File: config.mk
export PLATFORM = sky130hd
export DESIGN_NAME = pong_round_controller
export DESIGN_NICKNAME = d
export VERILOG_FILES = /design/src/rtl/pong_round_controller.sv
export SDC_FILE = /design/constraint.sdc
export NUM_CORES = 1
export LEC_CHECK = 0
export ABC_AREA = 1
export CORE_ASPECT_RATIO = 1.5
export CORE_UTILIZATION = 30
export DETAILED_ROUTE_END_ITERATION = 12
export PLACE_DENSITY = 0.46
export SLEW_MARGIN = 20
export SYNTH_ARGS = -nofsm -noshare
export SYNTH_HDL_FRONTEND = slang
export SYNTH_SLANG_ARGS = --single-unit
File: constraint.sdc
create_clock -name clk25 -period 1.8 [get_ports clk25]
set_input_delay 0.27 -clock clk25 [delete_from_list [all_inputs] [get_ports clk25]]
set_output_delay 0.27 -clock clk25 [all_outputs]
set_load 0.1 [all_outputs]
File: src/rtl/pong_round_controller.sv
// pong_round_controller: frame-timed serve/play/point/gameover sequencer with score keeping; ROUND_CTRL_AUTORESTART_EN selects timed auto-restart from GAMEOVER.
module pong_round_controller #(
  parameter int SERVE_FRAMES = 60,
  parameter int POINT_FRAMES = 90,
  parameter int WIN_SCORE = 5,
  parameter int GAMEOVER_FRAMES = 180
) (
  input  logic       clk25,
  input  logic       reset,
  input  logic       screenEnd,
  input  logic       start,
  input  logic [2:0] winner,
  output logic       play_en,
  output logic       ball_reset,
  output logic [2:0] p1_score,
  output logic [2:0] p2_score,
  output logic       game_over,
  output logic [2:0] seg_digit,
  output logic [2:0] state_dbg
);
  typedef enum logic [2:0] {IDLE = 3'd0, SERVE = 3'd1, PLAY = 3'd2, POINT = 3'd3, GAMEOVER = 3'd4} state_t;
  state_t state, state_n;
  logic [7:0] frame_cnt, cnt_n;
  logic [2:0] p1_n, p2_n, seg_n;
  logic screenEnd_q, frame_tick, last_tick, last_p2, last_n;
  assign frame_tick = screenEnd & ~screenEnd_q;
  assign last_tick = frame_tick & (frame_cnt <= 8'd1);
  assign state_dbg = state;
`ifndef ROUND_CTRL_AUTORESTART_EN
  logic start_q;
  always_ff @(posedge clk25) start_q <= reset ? 1'b0 : start;
`endif
  always_comb begin
    state_n = state;
    cnt_n = frame_cnt;
    p1_n = p1_score;
    p2_n = p2_score;
    last_n = last_p2;
    case (state)
      IDLE: begin
        p1_n = '0;
        p2_n = '0;
        if (start) begin
          state_n = SERVE;
          cnt_n = 8'(SERVE_FRAMES);
        end
      end
      SERVE: begin
        if (last_tick) state_n = (winner == 3'd0) ? PLAY : SERVE;
        else if (frame_tick) cnt_n = frame_cnt - 8'd1;
      end
      PLAY: begin
        if (winner == 3'd1 || winner == 3'd2) begin
          state_n = POINT;
          cnt_n = 8'(POINT_FRAMES);
          last_n = winner[1];
          p1_n = winner[1] ? p1_score : p1_score + 3'd1;
          p2_n = winner[1] ? p2_score + 3'd1 : p2_score;
        end
      end
      POINT: begin
        if (last_tick) begin
          state_n = (p1_score == 3'(WIN_SCORE) || p2_score == 3'(WIN_SCORE)) ? GAMEOVER : SERVE;
          cnt_n = (state_n == GAMEOVER) ? 8'(GAMEOVER_FRAMES) : 8'(SERVE_FRAMES);
        end else if (frame_tick) cnt_n = frame_cnt - 8'd1;
      end
      GAMEOVER: begin
`ifdef ROUND_CTRL_AUTORESTART_EN
        if (last_tick) begin
          state_n = SERVE;
          cnt_n = 8'(SERVE_FRAMES);
          p1_n = '0;
          p2_n = '0;
        end else if (frame_tick) cnt_n = frame_cnt - 8'd1;
`else
        if (start & ~start_q) begin
          state_n = IDLE;
          p1_n = '0;
          p2_n = '0;
        end
`endif
      end
      default: state_n = IDLE;
    endcase
  end
  assign seg_n = (state_n == GAMEOVER) ? ((p1_n == 3'(WIN_SCORE)) ? 3'd1 : 3'd2) :
                 (state_n == POINT && last_n) ? p2_n : p1_n;
  always_ff @(posedge clk25) begin
    if (reset) begin
      state <= IDLE;
      frame_cnt <= '0;
      screenEnd_q <= 1'b0;
      p1_score <= '0;
      p2_score <= '0;
      last_p2 <= 1'b0;
      play_en <= 1'b0;
      ball_reset <= 1'b1;
      game_over <= 1'b0;
      seg_digit <= '0;
    end else begin
      state <= state_n;
      frame_cnt <= cnt_n;
      screenEnd_q <= screenEnd;
      p1_score <= p1_n;
      p2_score <= p2_n;
      last_p2 <= last_n;
      play_en <= state_n == PLAY;
      ball_reset <= state_n != PLAY;
      game_over <= state_n == GAMEOVER;
      seg_digit <= seg_n;
    end
  end
endmodule

==> flow_summary.ini <==
[pwr]
peakVddDrop_mv = 0.276
powerDensity_nw_per_um2 = 634
p_sw_mw = 0.415
power_frac_seq_pct = 42.7
power_switching_share_pct = 28.7
leakage_nw = 1.13
power_frac_comb_pct = 22.7
power_frac_clock_pct = 34.6
intPower_mw = 1.03

[global_route]
grt_pass1_wl_um = 7440
grt_start_max_net_pins = 16
antenna_found_initial = 0
grt.total_usage_pct = 17.3
grt_pass1_vias = 1647
overflow = 0

[clocking]
clockBufferDepth = 2
numCtsBuffers = 3
root_buffer = clkbuf_8
cts_tree = yes
cts.reportedPaths.clkPinSlew_ns = 0.10
cts.sinks = 26
clock_latency_ns = 0.28
h-tree-depth = 1

[timing]
rsz0062_at_grt = false
fin_tns_setup_ns = 0
period_share_pct = 92.0
period_minus_slack_ns = 1.66
hold_ws_ns = 0.483
report.final.hold_viol_count = 0
clock_skew_ns = 0.00690
tightest_slew_ns = 0.377
max_freq_ghz = 0.604
slew_viol_final = 0
relSlewSlack_pct = 74.6
finalSetupViolCount = 0
finalWorstSetupSlack_ns = 0.145

[layout]
multi_input_area_um2 = 981
drive_above_1_share_pct = 29.7
num-fill-cells = 546
nNetsFinal = 314
n_antenna_cell = 0
area_growth_pct = 40.6
postLayoutCellArea_um2 = 2280
fin_cells = 368
seq_area_um2 = 533

[drt]
drtIter0Drc = 36
drt-vias-per-instance = 4.50
wl_um = 4510
ant_nets = 0
dr.pass1.iters = 4
drc = 0
via_count = 1655
wl_per_cell_um = 12.2

[floorplanning]
die-area_um2 = 5710
initial_core_util_pct = 31.4
rows = 32
ios = 22
die_w_um = 62.1
coreArea_um2 = 5160
die_h_um = 92.1

[critical_path]
worst_path_most_repeated_cell = nand3_2
max_stage_delay_ns = 0.34
crit_fanout = 4
worst-endpoint-arrival_ns = 1.84
crit_chain = inv_2, ha_2, inv_1, nand2_2, nand3_2, nor2_4, nand3_2, a22oi_2, nor2_1, nand3_1, nand2_1
cp_data_required_time_ns = 1.99
endpoint_kind = flop
worstSetupPathType = flop to flop
critPathLaunchType = flop
crit_slowest_cell = dfxtp_2

[synth]
post-synth-top-area-cell = dfxtp_1
synth_edf_count = 0
syn_nets = 263
ys_seq_area_share_pct = 32.1
synth.most_common_cell = nand2_1
synthFlopType = dfxtp_1
ys_ff_latch = 26
synthTopCellsByArea = dfxtp_1 32%, nand2_1 14%, inv_1 9.5%, nor2_1 6.9%, nand3_1 4.9%
syn_avg_cell_area_um2 = 6.49
syn_area_um2 = 1620
ys_top_cells_by_count = 60 x nand2_1, 41 x inv_1, 30 x nor2_1
yosysTopAreaCellShare_pct = 32.1
syn_inst = 250
ys_types = 29
yosys_warnings = 0
synthArstFlopShare_pct = 0

[run_status]
status = completed

[worst_hold_path]
hold_class = flop to flop

[run]
maxCapViolCount = 0

[placed_design]
port_buffers = 21
place_inst = 361
gp_congestion = 0.805
post_dp_cell_area_um2 = 2130
hpwl_um = 3530
pre_cts_ws_ns = -0.206
-- flip-flops by register name, indices dropped and copies added, names as in the netlist --
signal       cells
start_q          1
ball_reset       1
frame_cnt        8
game_over        1
seg_digit        3
p1_score         3
play_en          1
screenEnd_q      1
last_p2          1
state_dbg        3
p2_score         3
-- through the flow --
stage	util [%]	total power, mW
CTS	42.7	1.44
finish	44.2	1.45
global placement	41.2	0.936
floorplan	-	0.811
global route	44.2	1.52
detailed placement	41.2	0.932
-- final timing paths --
| kind | endpoint | startpoint | slack (ns) | cells after the start |
|---|---|---|---|---|
| worst max-delay path | seg_digit[1] | frame_cnt[1] | 0.14 | 11 |
| worst min-delay path | frame_cnt[1] | frame_cnt[1] | 0.48 | 2 |
| worst max register to register | seg_digit[1] | frame_cnt[1] | 0.14 | 11 |
| worst min register to register | frame_cnt[1] | frame_cnt[1] | 0.48 | 2 |
-- layout by cell type (no fill, tap or decap) --
cell             instances
nand3_1                 13
nand2_1                 57
ha_2                     1
inv_2                    7
nand3b_1                 1
bufinv_16                1
ha_1                     5
nand3_2                  4
nor3_2                   1
nand2_2                  6
a31oi_1                  1
buf_12                   5
a22oi_2                  1
nand2_4                  1
inv_1                   39
a21oi_1                 11
nor2_2                   4
clkdlybuf4s50_1          6
xor2_1                   4
o21ai_4                  1
nor3_1                   5
clkbuf_8                 3
a21o_1                   1
o21ai_1                  3
dfxtp_1                 16
o21bai_1                 1
xnor2_1                  2
buf_4                   37
nor2_4                   4
nand3_4                  2
o21ai_0                  8
nand4_1                  5
dfxtp_2                 10
a21oi_2                  1
o211ai_1                 3
nor2_1                  30
-- what timing repair did --
item,CTS,global route
setup endpoints to repair,2,14
hold buffers,0,0
setup buffers,0,3
resized for setup,2,15
pin swaps,0,6
-- layer usage --
layer	global-route usage [%]	up-vias	part of all wire [%]	routed length [um]
met3	2.12	11	2.2	98
met4	6.11	0	2.7	120
li1	-	881	-	-
met5	0	-	0	0
met2	32.2	22	55	2470
met1	18.8	741	40	1820
-- critical path, delay by kind of cell (launching register included) --
family | cells | cell delay, ns
AND/OR/NAND/NOR | 7 | 0.66
AO/OA/AOI/OAI | 1 | 0.27
adder cells (fa/ha/maj) | 1 | 0.18
flip-flops | 1 | 0.34
buffers and inverters | 2 | 0.13
-- layout make-up --
class | count | area share, %
clock inverter | 1 | 1.32
clock buffer | 3 | 1.81
multi-input combinational | 176 | 43.0
tap | 68 | 3.73
timing repair buffer | 48 | 19.2
inverter | 46 | 7.57
sequential | 26 | 23.4
-- power groups by stage --
| stage | logic, mW | registers [mW] | clock network [mW] |
|---|---|---|---|
| 3_5_place_dp | 0.303 | 0.629 | 0 |
| 4_1_cts | 0.306 | 0.615 | 0.517 |
| 2_1_floorplan | 0.170 | 0.642 | 0 |
| 5_1_grt | 0.367 | 0.620 | 0.535 |
| 3_3_place_gp | 0.307 | 0.628 | 0 |
| 6_report | 0.328 | 0.617 | 0.500 |
-- cells by family (layout without fill, tap and decap cells) --
logic type	Yosys count	in the layout	share of synthesized area [%]
simple gates	133	133	37.4
buf+inv	48	98	11.2
compound gates	31	31	11.5
flops	26	26	32.1
fa+ha+maj	6	6	4.63
xor+xnor	6	6	3.24
Note: power is estimated with default switching activity, not from simulation.
